File: config.mk
export PLATFORM = sky130hd
export DESIGN_NAME = enc_lite_tx
export DESIGN_NICKNAME = d
export VERILOG_FILES = /design/src/rtl/pcs_pkg.sv /design/src/rtl/enc_lite_blk.sv /design/src/rtl/enc_lite_tx.sv
export SDC_FILE = /design/constraint.sdc
export NUM_CORES = 1
export LEC_CHECK = 0
export BUFFER_PORTS_ARGS = -buffer_cell sky130_fd_sc_hd__buf_2
export CORE_ASPECT_RATIO = 0.8
export CORE_UTILIZATION = 35
export CTS_CLUSTER_SIZE = 20
export DETAILED_ROUTE_END_ITERATION = 8
export PLACE_DENSITY_LB_ADDON = 0.05
export SLEW_MARGIN = 40
export SYNTH_ARGS = -nofsm -noshare
export SYNTH_HDL_FRONTEND = slang
export SYNTH_SLANG_ARGS = --single-unit
File: constraint.sdc
create_clock -name clk -period 3 [get_ports clk]
set_input_delay 0.45 -clock clk [delete_from_list [all_inputs] [get_ports clk]]
set_output_delay 0.45 -clock clk [all_outputs]
set_load 0.005 [all_outputs]
File: src/rtl/pcs_pkg.sv
`default_nettype none
// +----------------------------------------------------------------------------+
// | Module      : pcs_pkg                                                      |
// | Description : 64b/66b PCS constants, block/state enums, terminate BT map.  |
// | Revision    : 1.0  initial release                                         |
// +----------------------------------------------------------------------------+
package pcs_pkg;

    localparam logic [1:0] c_SYNC_HEAD_DATA = 2'b01;
    localparam logic [1:0] c_SYNC_HEAD_CTRL = 2'b10;

    localparam logic [7:0] c_BLOCK_TYPE_C  = 8'h1e;
    localparam logic [7:0] c_BLOCK_TYPE_S0 = 8'h78;
    localparam logic [7:0] c_BLOCK_TYPE_S4 = 8'h33;
    localparam logic [7:0] c_BLOCK_TYPE_T0 = 8'h87;
    localparam logic [7:0] c_BLOCK_TYPE_T1 = 8'h99;
    localparam logic [7:0] c_BLOCK_TYPE_T2 = 8'haa;
    localparam logic [7:0] c_BLOCK_TYPE_T3 = 8'hb4;
    localparam logic [7:0] c_BLOCK_TYPE_T4 = 8'hcc;
    localparam logic [7:0] c_BLOCK_TYPE_T5 = 8'hd2;
    localparam logic [7:0] c_BLOCK_TYPE_T6 = 8'he1;
    localparam logic [7:0] c_BLOCK_TYPE_T7 = 8'hff;

    localparam logic [6:0]  c_CTRL_E     = 7'h1e;
    localparam logic [63:0] c_BLOCK_IDLE = {56'h0, c_BLOCK_TYPE_C};
    localparam logic [63:0] c_BLOCK_E    = {{8{c_CTRL_E}}, c_BLOCK_TYPE_C};

    localparam int c_BLK_TYPE_W = 3;

    typedef enum logic [1:0] {
        TX_INIT = 2'd0,
        TX_C    = 2'd1,
        TX_D    = 2'd2,
        TX_E    = 2'd3
    } tx_state_e;

    typedef enum logic [2:0] {
        BLK_C = 3'd0,
        BLK_S = 3'd1,
        BLK_D = 3'd2,
        BLK_T = 3'd3,
        BLK_E = 3'd4
    } blk_type_e;

    function automatic logic [7:0] term_block_type(input logic [3:0] k);
        case (k)
            4'd0:    term_block_type = c_BLOCK_TYPE_T0;
            4'd1:    term_block_type = c_BLOCK_TYPE_T1;
            4'd2:    term_block_type = c_BLOCK_TYPE_T2;
            4'd3:    term_block_type = c_BLOCK_TYPE_T3;
            4'd4:    term_block_type = c_BLOCK_TYPE_T4;
            4'd5:    term_block_type = c_BLOCK_TYPE_T5;
            4'd6:    term_block_type = c_BLOCK_TYPE_T6;
            default: term_block_type = c_BLOCK_TYPE_T7;
        endcase
    endfunction

endpackage
`default_nettype wire

File: src/rtl/enc_lite_blk.sv
`default_nettype none
// +----------------------------------------------------------------------------+
// | Module      : enc_lite_blk                                                 |
// | Description : Classifies a lite word and builds its 66b block image.       |
// | Revision    : 1.0  initial release                                         |
// +----------------------------------------------------------------------------+
module enc_lite_blk
    import pcs_pkg::*;
#(
    parameter int IS_40G       = 0,
    parameter int HEAD_W       = 2,
    parameter int DATA_W       = 64,
    parameter int KEEP_W       = 8,
    parameter int LANE0_CNT_N  = 2,
    parameter int BLOCK_TYPE_W = 8
) (
    input  logic                    i_ctrl_v,
    input  logic                    i_idle_v,
    input  logic [LANE0_CNT_N-1:0]  i_start_v,
    input  logic                    i_term_v,
    input  logic                    i_err_v,
    input  logic [KEEP_W-1:0]       i_keep,
    input  logic [DATA_W-1:0]       i_data,
    output logic [c_BLK_TYPE_W-1:0] o_blk_type,
    output logic [HEAD_W-1:0]       o_head,
    output logic [DATA_W-1:0]       o_data
);

    localparam logic [KEEP_W-1:0] c_KEEP_ONE = KEEP_W'(1);

    blk_type_e               w_type;
    logic                    w_start_any;
    logic                    w_start_multi;
    logic                    w_start_lane4;
    logic                    w_start_bad;
    logic [2:0]              w_flag_cnt;
    logic                    w_keep_ok;
    logic [3:0]              w_term_cnt;
    logic [BLOCK_TYPE_W-1:0] w_term_bt;
    logic [DATA_W-1:0]       w_term_data;

    generate
        if (LANE0_CNT_N > 1) begin : g_lane4
            assign w_start_lane4 = i_start_v[1];
        end else begin : g_no_lane4
            assign w_start_lane4 = 1'b0;
        end
    endgenerate

    assign w_start_any   = |i_start_v;
    assign w_start_multi = ($countones(i_start_v) > 1);
    assign w_start_bad   = (IS_40G != 0) && w_start_lane4;
    assign w_flag_cnt    = 3'(i_idle_v) + 3'(w_start_any) + 3'(i_term_v) + 3'(i_err_v);
    // Thermometer from bit 0 with the top byte never set (T7 is at most 7 data bytes).
    assign w_keep_ok     = ((i_keep & (i_keep + c_KEEP_ONE)) == '0) && !i_keep[KEEP_W-1];
    assign w_term_cnt    = 4'($countones(i_keep));
    assign w_term_bt     = BLOCK_TYPE_W'(term_block_type(w_term_cnt));

    always_comb begin
        w_type = BLK_E;
        if (!i_ctrl_v) begin
            w_type = BLK_D;
        end else if (w_flag_cnt == 3'd1 && !i_err_v) begin
            if (i_idle_v) begin
                w_type = BLK_C;
            end else if (w_start_any) begin
                if (!w_start_multi && !w_start_bad) begin
                    w_type = BLK_S;
                end
            end else if (w_keep_ok) begin
                w_type = BLK_T;
            end
        end
    end

    // Byte j of a terminate block carries data exactly when keep bit j-1 is set.
    always_comb begin
        w_term_data = '0;
        for (int j = 1; j < KEEP_W; j++) begin
            if (i_keep[j-1]) begin
                w_term_data[8*j +: 8] = i_data[8*j +: 8];
            end
        end
        w_term_data[BLOCK_TYPE_W-1:0] = w_term_bt;
    end

    always_comb begin
        o_head = c_SYNC_HEAD_CTRL;
        o_data = c_BLOCK_E;
        case (w_type)
            BLK_D: begin
                o_head = c_SYNC_HEAD_DATA;
                o_data = i_data;
            end
            BLK_C: o_data = c_BLOCK_IDLE;
            BLK_S: begin
                if (i_start_v[0]) begin
                    o_data = {i_data[DATA_W-1:8], c_BLOCK_TYPE_S0};
                end else begin
                    o_data = {i_data[DATA_W-1:40], 32'h0, c_BLOCK_TYPE_S4};
                end
            end
            BLK_T:   o_data = w_term_data;
            default: o_data = c_BLOCK_E;
        endcase
    end

    assign o_blk_type = w_type;

endmodule
`default_nettype wire

File: src/rtl/enc_lite_tx.sv
`default_nettype none
// +----------------------------------------------------------------------------+
// | Module      : enc_lite_tx                                                  |
// | Description : Lite control -> 64b/66b TX encoder with sequence checking.   |
// | Revision    : 1.0  initial release                                         |
// +----------------------------------------------------------------------------+
module enc_lite_tx
    import pcs_pkg::*;
#(
    parameter int IS_40G       = 0,
    parameter int HEAD_W       = 2,
    parameter int DATA_W       = 64,
    parameter int KEEP_W       = 8,
    parameter int LANE0_CNT_N  = 2,
    parameter int BLOCK_TYPE_W = 8
) (
    input  logic                   clk,
    input  logic                   rst,
    input  logic                   valid_i,
    output logic                   ready_o,
    input  logic                   ctrl_v_i,
    input  logic                   idle_v_i,
    input  logic [LANE0_CNT_N-1:0] start_v_i,
    input  logic                   term_v_i,
    input  logic                   err_v_i,
    input  logic [KEEP_W-1:0]      keep_i,
    input  logic [DATA_W-1:0]      data_i,
    output logic                   valid_o,
    input  logic                   ready_i,
    output logic [HEAD_W-1:0]      head_o,
    output logic [DATA_W-1:0]      data_o,
    output logic                   seq_err_o
);

    logic [c_BLK_TYPE_W-1:0] w_blk_type_raw;
    blk_type_e               w_blk_type;
    logic [HEAD_W-1:0]       w_blk_head;
    logic [DATA_W-1:0]       w_blk_data;

    tx_state_e               r_state;
    tx_state_e               w_state_nxt;
    logic                    w_emit_e;
    logic                    w_accept;

    logic                    r_valid;
    logic [HEAD_W-1:0]       r_head;
    logic [DATA_W-1:0]       r_data;
    logic                    r_seq_err;

    enc_lite_blk #(
        .IS_40G       (IS_40G),
        .HEAD_W       (HEAD_W),
        .DATA_W       (DATA_W),
        .KEEP_W       (KEEP_W),
        .LANE0_CNT_N  (LANE0_CNT_N),
        .BLOCK_TYPE_W (BLOCK_TYPE_W)
    ) u_blk (
        .i_ctrl_v   (ctrl_v_i),
        .i_idle_v   (idle_v_i),
        .i_start_v  (start_v_i),
        .i_term_v   (term_v_i),
        .i_err_v    (err_v_i),
        .i_keep     (keep_i),
        .i_data     (data_i),
        .o_blk_type (w_blk_type_raw),
        .o_head     (w_blk_head),
        .o_data     (w_blk_data)
    );

    assign w_blk_type = blk_type_e'(w_blk_type_raw);
    assign ready_o    = ~r_valid | ready_i;
    assign w_accept   = valid_i & ready_o;

    // The sequence only advances on an accepted word; a stalled output freezes it.
    always_comb begin
        w_state_nxt = r_state;
        w_emit_e    = 1'b0;
        if (w_accept) begin
            case (r_state)
                TX_INIT, TX_C: begin
                    case (w_blk_type)
                        BLK_C:   w_state_nxt = TX_C;
                        BLK_S:   w_state_nxt = TX_D;
                        default: begin w_state_nxt = TX_E; w_emit_e = 1'b1; end
                    endcase
                end
                TX_D: begin
                    case (w_blk_type)
                        BLK_D:   w_state_nxt = TX_D;
                        BLK_T:   w_state_nxt = TX_C;
                        default: begin w_state_nxt = TX_E; w_emit_e = 1'b1; end
                    endcase
                end
                TX_E: begin
                    case (w_blk_type)
                        BLK_C:   w_state_nxt = TX_C;
                        BLK_S:   w_state_nxt = TX_D;
                        BLK_D:   w_state_nxt = TX_D;
                        BLK_T:   w_state_nxt = TX_C;
                        default: begin w_state_nxt = TX_E; w_emit_e = 1'b1; end
                    endcase
                end
                default: begin w_state_nxt = TX_E; w_emit_e = 1'b1; end
            endcase
        end
    end

    always_ff @(posedge clk or posedge rst) begin
        if (rst) begin
            r_state <= TX_INIT;
        end else begin
            r_state <= w_state_nxt;
        end
    end

    always_ff @(posedge clk or posedge rst) begin
        if (rst) begin
            r_valid   <= 1'b0;
            r_head    <= c_SYNC_HEAD_CTRL;
            r_data    <= c_BLOCK_IDLE;
            r_seq_err <= 1'b0;
        end else if (w_accept) begin
            r_valid   <= 1'b1;
            r_head    <= w_emit_e ? c_SYNC_HEAD_CTRL : w_blk_head;
            r_data    <= w_emit_e ? c_BLOCK_E : w_blk_data;
            r_seq_err <= w_emit_e;
        end else if (ready_i) begin
            r_valid   <= 1'b0;
        end
    end

    assign valid_o   = r_valid;
    assign head_o    = r_head;
    assign data_o    = r_data;
    assign seq_err_o = r_seq_err;

endmodule
`default_nettype wire

==> run metrics <==
CP Launch Point=keep_i[5]; Die X=120 µm; Worst Setup Path Type=in2reg; endpoints failing setup=0; nets@finish=656; DRC errors left=0; crit path max fanout=4; Req. time, crit path=3.26 ns; layout cell share with drive strength beyond 1=0.479; cell family with most CP delay=adder cells; fmax=337 MHz; Clock Skews=0.00681 ns; initial antenna violation count=0; routability cong.=0.795; Post-synth EDFFs=0; setup_tns=0 ns; pin count of the biggest net entering global routing=36; Crit path buffers/inverters=3; Die H=96.7 µm; clock network fraction of design power=0.339; row count=34; final hold slack=0.179 ns; syn nets=471; cell breakdown of the critical path=buf_2 -> ha_4 -> inv_1 -> fa_2 -> fa_1 -> inv_1 -> ha_2 -> fa_2 -> xnor2_2 -> xnor2_1 -> o21a_1 -> o32a_1; Ys Warns=0; Final ANT Viol Nets=0; Reg power frac=0.391; die area=11600 µm²; DR vias=3485; sw frac=0.293; total wire length=11000 µm; Final Cycle Share=0.990; leakage power=0.00263 µW; #FFs+latches synth=70; RR Startpoint=r_state[1]$_DFFE_PP0P_; asr flop ratio synth=1.00; PwrDens=513 nW/µm²; I/O Buffers=150; clock tree buffer depth=2; Placed Cells=688; hold_buf cts=0; DP Wirelength=8330 µm; H-tree lvl count=3; Max stage delay cell, worst path=fa_2; Initial DRT Pass Iterations=4; Int Pwr=2030 µW; Logic pwr share=0.270; total global-route track usage=0.193; max incr delay on CP=0.57 ns; Slew Limit Fails=0; Critical Path AT=3.23 ns; Final min period=2.97 ns; Initial Util=0.360; cell area after layout=5610 µm²; worst min-delay path class=in2async; Non-Filler Instances=708; Worst R2R Setup Slack=1.13 ns; clk sinks=70; placed cell areas=5180 µm²; r2r endpoint=data_o[1]$_DFFE_PP1P_; Max Cap Violations=0; synth unique cells=51; most frequent cells in the layout=144 x buf_2, 65 x dfrtp_1, 43 x buf_4; sequential element share of the synthesized area=0.448; status=complete, no violations; CTS tree=built; Post-Syn Area=3930 µm²; most common cell after layout, fill and taps aside=buf_2; Overflow after GRT=0; Vias/cell=4.92; FF-to-FF path depth=7; num ports=151; vias in the first global route=3443; CP Launch Type=input pin; P_sw=844 µW; CTS clk-pin slew, worst paths=0.06 ns; Slew @ Worst Pin=0.618 ns; dominant synthesized flop cell=dfrtp_1; area of the core=10900 µm²; Setup crit end kind=flop; Syn Area/Cell=10.5 µm²; Rel. slew slack=0.588; drt initial violations=165; Layout Area Growth over Synthesis=42.9%; critical path endpoint=data_o[3]$_DFFE_PP1P_; CP Depth=12; Cells after Synth=374; Worst-Skew Late Latency=0.33 ns; maximum VDD drop=0.232 mV; diodes inserted=0; WL per Instance=15.5 µm; Root Buffer=clkbuf_16; RSZ-0062 raised after global routing=true; first-pass GRT wire length=17400 µm; Hold Vio Cnt, Final=0; total CTS buffers=9
## per-stage QoR
step                      worst slack [ns]  total power [µW]   util
after floorplan                     -0.164              1560      -
after global placement              -0.378              1870  0.475
after detailed placement            -0.410              1890  0.475
after CTS                          0.00162              2910  0.504
after global routing               -0.0787              3050  0.515
final                               0.0296              2880  0.515
## layer usage
metal | GRT usage | vias to the layer above | wire length, µm
met5 | 0 | - | 0
met4 | 0.0494 | 0 | 72
met3 | 0.0413 | 5 | 537
met2 | 0.300 | 95 | 4950
met1 | 0.273 | 1657 | 5430
li1 | - | 1728 | -
## power groups by stage
stage	logic [µW]	clock network, µW	registers, µW
floorplan	406	0	1150
global placement	731	0	1140
detailed placement	741	0	1140
CTS	765	1010	1130
global route	855	1050	1140
finish	777	976	1130
## flip-flops by register name (all words and copies together), names as in the netlist
signal and count:
data_o 64, head_o 2, seq_err_o 1, r_state 2, valid_o 1
## timing repair
item	in CTS	in global routing
endpoints found under the hold margin	0	0
endpoints found under the setup margin	21	63
resized for setup	4	25
buffers inserted	1	3
pin swaps	3	20
## cells by family after synthesis
kind of cell	synth area share
AND/OR/NAND/NOR	0.120
XOR/XNOR	0.00892
AO/OA/AOI/OAI	0.283
adder cells (fa/ha/maj)	0.0574
buffers and inverters	0.0771
flip-flops	0.448
multiplexers	0.00574
## area by class of cell
| class | instances | area (µm²) |
|---|---|---|
| fillers | 1058 | 5280 |
| well taps | 144 | 180 |
| clock buffers | 9 | 225 |
| repair buffers | 199 | 1220 |
| inverters | 40 | 151 |
| multi-input cells | 239 | 2030 |
| clock inverters | 7 | 48.8 |
| flip-flops and latches | 70 | 1760 |
## worst min path at each step
stage                     cells past startpoint                endpoint  slack (ns)
after floorplan                               2  data_o[13]$_DFFE_PP0P_        0.47
after global placement                        2  data_o[41]$_DFFE_PP0P_        0.45
after detailed placement                      2  data_o[41]$_DFFE_PP0P_        0.46
after CTS                                     2  data_o[49]$_DFFE_PP0P_        0.28
after global routing                          2  data_o[63]$_DFFE_PP0P_        0.22
final                                         2  data_o[63]$_DFFE_PP0P_        0.18
## cells in the mapped netlist, types with 4 or more instances
master	number	share of area
o31ai_1	15	0.029
nand2_1	34	0.033
nand2b_1	6	0.0096
and2_1	11	0.018
o31ai_2	11	0.035
a21oi_1	12	0.015
dfrtp_1	65	0.41
nor2b_1	6	0.0096
buf_6	7	0.020
xnor2_1	4	0.0089
clkbuf_1	15	0.014
fa_1	5	0.026
ha_1	10	0.032
o22a_1	34	0.076
nand4_1	7	0.011
o21ai_0	8	0.010
nand3_1	4	0.0051
inv_1	40	0.038
a21boi_0	32	0.061
dfstp_2	5	0.033
Power figures use the tool's default switching activity.
